File: src/rtl/retire_stage.sv
// retire_stage: commits up to three reorder-buffer entries per cycle, maintains the committed map and frees Told tags.
// Optional RETIRE_STATS_EN adds saturating inst_count / recover_count statistics outputs.
`ifndef PR
`define PR 6
`endif
`ifndef XLEN
`define XLEN 32
`endif

package retire_pkg;
    typedef struct packed {
        logic              valid;
        logic              completed;
        logic [`PR-1:0]    Tnew;
        logic [`PR-1:0]    Told;
        logic [4:0]        arch_reg;
        logic              precise_state_need;
        logic [`XLEN-1:0]  target_pc;
        logic              halt;
    } ROB_ENTRY_PACKET;
endpackage

module retire_stage
    import retire_pkg::*;
(
    input  logic                      clock,
    input  logic                      reset,
    input  ROB_ENTRY_PACKET [2:0]     retire_entry,
    output logic [31:0][`PR-1:0]      arch_maptable,
    output logic [2:0][`PR-1:0]       free_preg,
    output logic [2:0]                free_valid,
    output logic [1:0]                retire_num,
    output logic                      BPRecoverEN,
    output logic [`XLEN-1:0]          recover_pc,
    output logic                      halt
`ifdef RETIRE_STATS_EN
    ,
    output logic [63:0]               inst_count,
    output logic [31:0]               recover_count
`endif
);
    typedef enum logic [1:0] {RUN, RECOVER, HALTED} state_t;
    state_t state, state_n;
    logic go;
    logic [2:0] commit;
    logic [31:0][`PR-1:0] map_n;
    logic [2:0][`PR-1:0] free_preg_n;
    logic [2:0] free_valid_n;
    logic [1:0] retire_num_n;
    logic recover_n, halt_n;
    logic [`XLEN-1:0] recover_pc_n;

    always_comb begin
        go = (state == RUN);
        commit = '0;
        map_n = arch_maptable;
        free_preg_n = '0;
        free_valid_n = '0;
        retire_num_n = '0;
        recover_n = 1'b0;
        halt_n = halt;
        recover_pc_n = recover_pc;
        state_n = (state == RECOVER) ? RUN : state;
        // Oldest first; slot 0 is visited last so the youngest write to a shared arch_reg wins.
        for (int i = 2; i >= 0; i--) begin
            commit[i] = go & retire_entry[i].valid & retire_entry[i].completed;
            go = commit[i] & ~retire_entry[i].precise_state_need & ~retire_entry[i].halt;
            if (commit[i]) begin
                retire_num_n = retire_num_n + 2'd1;
                if (retire_entry[i].arch_reg != 5'd0) begin
                    map_n[retire_entry[i].arch_reg] = retire_entry[i].Tnew;
                    free_preg_n[i] = retire_entry[i].Told;
                    free_valid_n[i] = 1'b1;
                end
                if (retire_entry[i].halt) begin
                    halt_n = 1'b1;
                    state_n = HALTED;
                end else if (retire_entry[i].precise_state_need) begin
                    recover_n = 1'b1;
                    recover_pc_n = retire_entry[i].target_pc;
                    state_n = RECOVER;
                end
            end
        end
    end

    always_ff @(posedge clock or posedge reset) begin
        if (reset) begin
            state <= RUN;
            for (int i = 0; i < 32; i++) arch_maptable[i] <= `PR'(i);
            free_preg <= '0;
            free_valid <= '0;
            retire_num <= '0;
            BPRecoverEN <= 1'b0;
            recover_pc <= '0;
            halt <= 1'b0;
        end else begin
            state <= state_n;
            arch_maptable <= map_n;
            free_preg <= free_preg_n;
            free_valid <= free_valid_n;
            retire_num <= retire_num_n;
            BPRecoverEN <= recover_n;
            recover_pc <= recover_pc_n;
            halt <= halt_n;
        end
    end

`ifdef RETIRE_STATS_EN
    logic [64:0] inst_sum;
    assign inst_sum = {1'b0, inst_count} + {63'd0, retire_num};

    always_ff @(posedge clock or posedge reset) begin
        if (reset) begin
            inst_count <= '0;
            recover_count <= '0;
        end else begin
            inst_count <= inst_sum[64] ? '1 : inst_sum[63:0];
            recover_count <= recover_count + {31'd0, BPRecoverEN & ~&recover_count};
        end
    end
`endif
endmodule

File: config.mk
export PLATFORM = sky130hd
export DESIGN_NAME = retire_stage
export DESIGN_NICKNAME = d
export VERILOG_FILES = /design/src/rtl/retire_stage.sv
export SDC_FILE = /design/constraint.sdc
export NUM_CORES = 1
export LEC_CHECK = 0
export BUFFER_PORTS_ARGS = -buffer_cell sky130_fd_sc_hd__buf_4
export CAP_MARGIN = 20
export CELL_PAD_IN_SITES_DETAIL_PLACEMENT = 1
export CELL_PAD_IN_SITES_GLOBAL_PLACEMENT = 1
export CORE_UTILIZATION = 43
export CTS_BUF_LIST = sky130_fd_sc_hd__clkbuf_16
export CTS_CLUSTER_DIAMETER = 60
export DETAILED_ROUTE_END_ITERATION = 8
export PLACE_DENSITY_LB_ADDON = 0.25
export SYNTH_ARGS = -nofsm -noshare
export SYNTH_HDL_FRONTEND = slang
export SYNTH_SLANG_ARGS = --single-unit
File: constraint.sdc
create_clock -name clock -period 17 [get_ports clock]
set_clock_uncertainty 0.15 [all_clocks]
set_input_delay 1.7 -clock clock [delete_from_list [all_inputs] [get_ports clock]]
set_output_delay 1.7 -clock clock [all_outputs]
set_load 0.1 [all_outputs]
# Yosys cells after proc, flatten, opt, wreduce, memory -nomap -nowiden
# Index checks and enable logic that the tools add are counted.
[word_totals]
ff_bits = 251
inputBits = 161
output_inout_bits = 249
elab_cells = 135
[classes]
n_addsub = 2
n_lt_le_gt_ge = 6
n_eq_ne = 1
muxes = 64
bitwise_logic = 14
reduce_logical = 7
[op_table]
columns = ["operator", "n"]
rows = [
  ["$mux W192", 6],
  ["$bwmux W192", 3],
  ["$mux W32", 9],
  ["$demux W6 S5", 3],
  ["$mux W6", 9],
  ["$mux W2", 12],
  ["$mux W1", 22],
  ["$lt A5 B6 Y1 const B", 3],
  ["$ge A5 B1 Y1 const B", 3],
  ["$reduce_bool A5 Y1", 3],
  ["$and A1 B1 Y1", 10],
  ["$add A2 B1 Y2 const B", 2],
  ["$not A1 Y1", 4],
  ["$logic_and A1 B1 Y1", 3],
  ["$eq A2 B1 Y1 const B", 1],
  ["$logic_not A2 Y1", 1],
]

# Depth between registers and ports, before layout
[logic_depth]
depth_word = 13
mapped_depth = 8
depth_no_buf = 6

# Worst setup path after synthesis
# No wires, ideal clock.
[synth_timing]
path_kind = "input-to-reg"
from = "in retire_entry[91] in the netlist's numbering"
to = "reg arch_maptable[20] in the netlist's numbering"
setup_ns = 0.128
arrival_time_ns = 3.118
t_required_ns = 16.722
path_slack_ns = 13.604
stages = 6
n_path_buf = 2
path_cell_list = "buf_2 > or4b_1 > or4_1 > clkbuf_1 > o22ai_1 > o21ai_1"
[synth_rtl]
columns = ["element", "line_no", "source"]
rows = [
  ["from (decl)", "28", "input ROB_ENTRY_PACKET [2:0] retire_entry,"],
  ["to (signal assigned)", "99", "arch_maptable <= map_n;"],
  ["to (decl)", "29", "output logic [31:0][`PR-1:0] arch_maptable,"],
]

==> results.json <==
{
  "slew_headroom_pct": 21.1,
  "cts_root_buf": "clkbuf_16",
  "synthAdderAreaFrac_pct": 0.165,
  "dr.first_iter.drc_count": 1982,
  "core_mm2": 0.0346,
  "syn2layout_area_growth_pct": 26.1,
  "die_h_um": 190,
  "cts_tree": "yes",
  "cts_max_level": 1,
  "drv_cap": 0,
  "holdWs_ps": 235,
  "synth_fp_nets": 1773,
  "ys_top_cells_by_area": "dfrtp_1 28%, dfstp_2 14%, a221oi_1 9.6%",
  "yosys_most_used_dff": "dfrtp_1",
  "power_w": 0.00252,
  "first_global_vias": 17100,
  "synth_area_leader_cell": "dfrtp_1",
  "critPathMaxStageDelay_ps": 750,
  "fmax_mhz": 220,
  "synth_cell_types": 56,
  "final_nets": 2030,
  "detail_route.wl_per_cell_um": 31.6,
  "post_cts_buffers": 0,
  "ys_warn_count": 0,
  "hp-class": "reg -> reg",
  "critical-path-slowest-cell": "a21oi_1",
  "chipWidth_um": 190,
  "synth_xor_area_share_pct": 0.0577,
  "grt_max_degree": 116,
  "postRouteAntennaNets": 0,
  "slew_violations": 0,
  "wl_mm": 74.2,
  "synthMuxAreaShare_pct": 2.18,
  "row_count": 68,
  "setup_viol": 0,
  "avgSynthCellArea_um2": 9.42,
  "synth_compound_area_share_pct": 28.5,
  "max-clock-path-buffers": 3,
  "setup_tns_ps": 0,
  "crit_fanout": 38,
  "via_per_inst": 7.24,
  "crit_top_cell": "buf_4",
  "synth_edf_count": 0,
  "clk-insertion-delay-late_ps": 570,
  "die-area_mm2": 0.0360,
  "io_pins": 410,
  "initial_utilization_pct": 43.8,
  "drtPass1Iterations": 5,
  "grt_overflow": 0,
  "groute.usage.overall_pct": 40.0,
  "syn_inst": 1610,
  "netlist_area_mm2": 0.0152,
  "cp_data_arrival_time_ps": 4910,
  "fin_crit_sh_pct": 26.8,
  "drc": 0,
  "worst_pin_slew_ps": 1180,
  "cts.sink_count": 251,
  "numCtsBuffers": 31,
  "finalHoldViolations": 0,
  "synthArstFlopShare_pct": 100,
  "ir_drop_mv": 0.115,
  "hold_buffers": 0,
  "grt_pass1_wl_mm": 109,
  "port_buffers": 409,
  "critPathKind": "in -> reg",
  "synthSimpleGateAreaFrac_pct": 19.9,
  "cts_resized": 0,
  "worstSetupEndpointType": "register",
  "clk_pin_slew_ps": 60,
  "p_leak_nw": 7.61,
  "place.gp.congestion": 0.925,
  "status": "finished, final reports clean",
  "start_kind": "primary input",
  "yosysSeqAreaShare_pct": 42.1,
  "antenna_found_initial": 3,
  "powerDensity_mw_per_mm2": 132,
  "synth-seq-cells": 251,
  "vias": 17000,
  "crit_chain": "buf_4 > and4bb_2 > buf_4 > inv_2 > buf_4 > nor2_4 > clkinv_1 > a21oi_1 > and2_1",
  "synth_top_family_by_area": "compound AO/OA/AOI/OAI gates",
  "synth_largest_type_area_fraction_pct": 28.2,
  "post-route-min-period_ps": 4550,
  "hpwlAfterDp_mm": 48.2,
  "drive_above_1_share_pct": 33.7,
  "crit_required_ps": 17360,
  "rsz0062_at_grt": "no"
}
routing by layer:
| metal | up-vias | global-route usage, % | wire [µm] |
|---|---|---|---|
| met5 | - | 0 | 0 |
| met4 | 0 | 21.7 | 4000 |
| met3 | 268 | 9.02 | 8550 |
| met2 | 1259 | 62.8 | 34200 |
| met1 | 8535 | 51.1 | 27500 |
| li1 | 6939 | - | - |
path summary, 6_finish.rpt:
kind / cells after the start / to / start / slack [ps]
max in group asynchronous: 3 / arch_maptable[158] / reset / 13920
setup / recovery: 9 / free_preg[6] / retire_entry[158] / 12450
hold reg to reg: 0 / arch_maptable[1] / arch_maptable[1] / 240
min in group asynchronous: 2 / free_preg[9] / reset / 1120
hold / removal: 0 / arch_maptable[1] / arch_maptable[1] / 240
setup reg to reg: 8 / free_preg[6] / state[1] / 13190
cells in the mapped netlist, types with 34 or more instances:
master       n
a21oi_1     35
a221oi_1   166
and2_1      66
buf_2       63
clkbuf_1   124
dfrtp_1    171
dfstp_2     80
nand3_1    176
nor4_2      34
o21ai_0     65
o21ai_1     69
o22ai_1    200
o2bb2ai_1   42
worst max-delay path, delay by kind of cell:
family	cells	cell delay, ps
compound gates	1	750
buf+inv	5	1730
simple gates	3	700
cell type report:
cell class | count | area [µm²]
Sequential cell | 251 | 6380
Clock inverter | 26 | 224
Fill cell | 3877 | 15500
Inverter | 22 | 90.1
Clock buffer | 31 | 776
Timing Repair Buffer | 445 | 3360
Tap cell | 455 | 569
Antenna cell | 2 | 5.00
Multi-Input combinational cell | 1116 | 7730
state kept, by name, summed over array words and instances (netlist names):
name           cells
retire_num         2
free_valid         3
arch_maptable    192
halt               1
BPRecoverEN        1
recover_pc        32
free_preg         18
state              2
metrics by stage:
stage          area [µm²]  utilization (%)  cells  setup slack, ps
2_1_floorplan       15200                -   1610             8380
3_3_place_gp        18000             52.0   2275            12000
3_5_place_dp        18000             52.1   2279            11900
4_1_cts             19000             55.0   2336            12500
5_1_grt             19100             55.2   2348            12390
6_report            19100             55.2   2348            12450
cells in the final DEF (no fill, tap or decap), types with 4 or more instances in the layout:
master / instances
buf_4: 438
o22ai_1: 200
nand3_1: 176
dfrtp_1: 171
a221oi_1: 166
dfstp_2: 80
o21ai_1: 69
and2_1: 66
o21ai_0: 65
o2bb2ai_1: 42
a21oi_1: 35
nor4_2: 34
mux2i_1: 33
clkbuf_16: 31
inv_1: 28
nor2_1: 22
or4_1: 22
a211oi_1: 22
nand4_1: 19
a31oi_1: 15
o31ai_1: 12
nand2b_1: 11
and4_1: 10
or4_4: 8
nand4bb_1: 7
nand4b_1: 7
clkinv_1: 6
and3_1: 6
nand2_1: 6
o32ai_1: 6
nor3_1: 5
nor2b_1: 5
nor4_4: 5
nor2_2: 5
clkinv_2: 5
or4b_1: 4
bufinv_16: 4
clkbuf_4: 4
power by group:
group / switching, W / internal, W
combinational: 0.000860 / 0.000217
clock: 0.000280 / 0.000390
sequential: 0.0000694 / 0.000703
kinds of logic after synthesis:
| logic type | after synthesis |
|---|---|
| compound gates | 633 |
| simple gates | 447 |
| flops | 251 |
| buf+inv | 243 |
| mux | 33 |
| fa+ha+maj | 2 |
| xor+xnor | 1 |
Power figures use the tool's default switching activity.
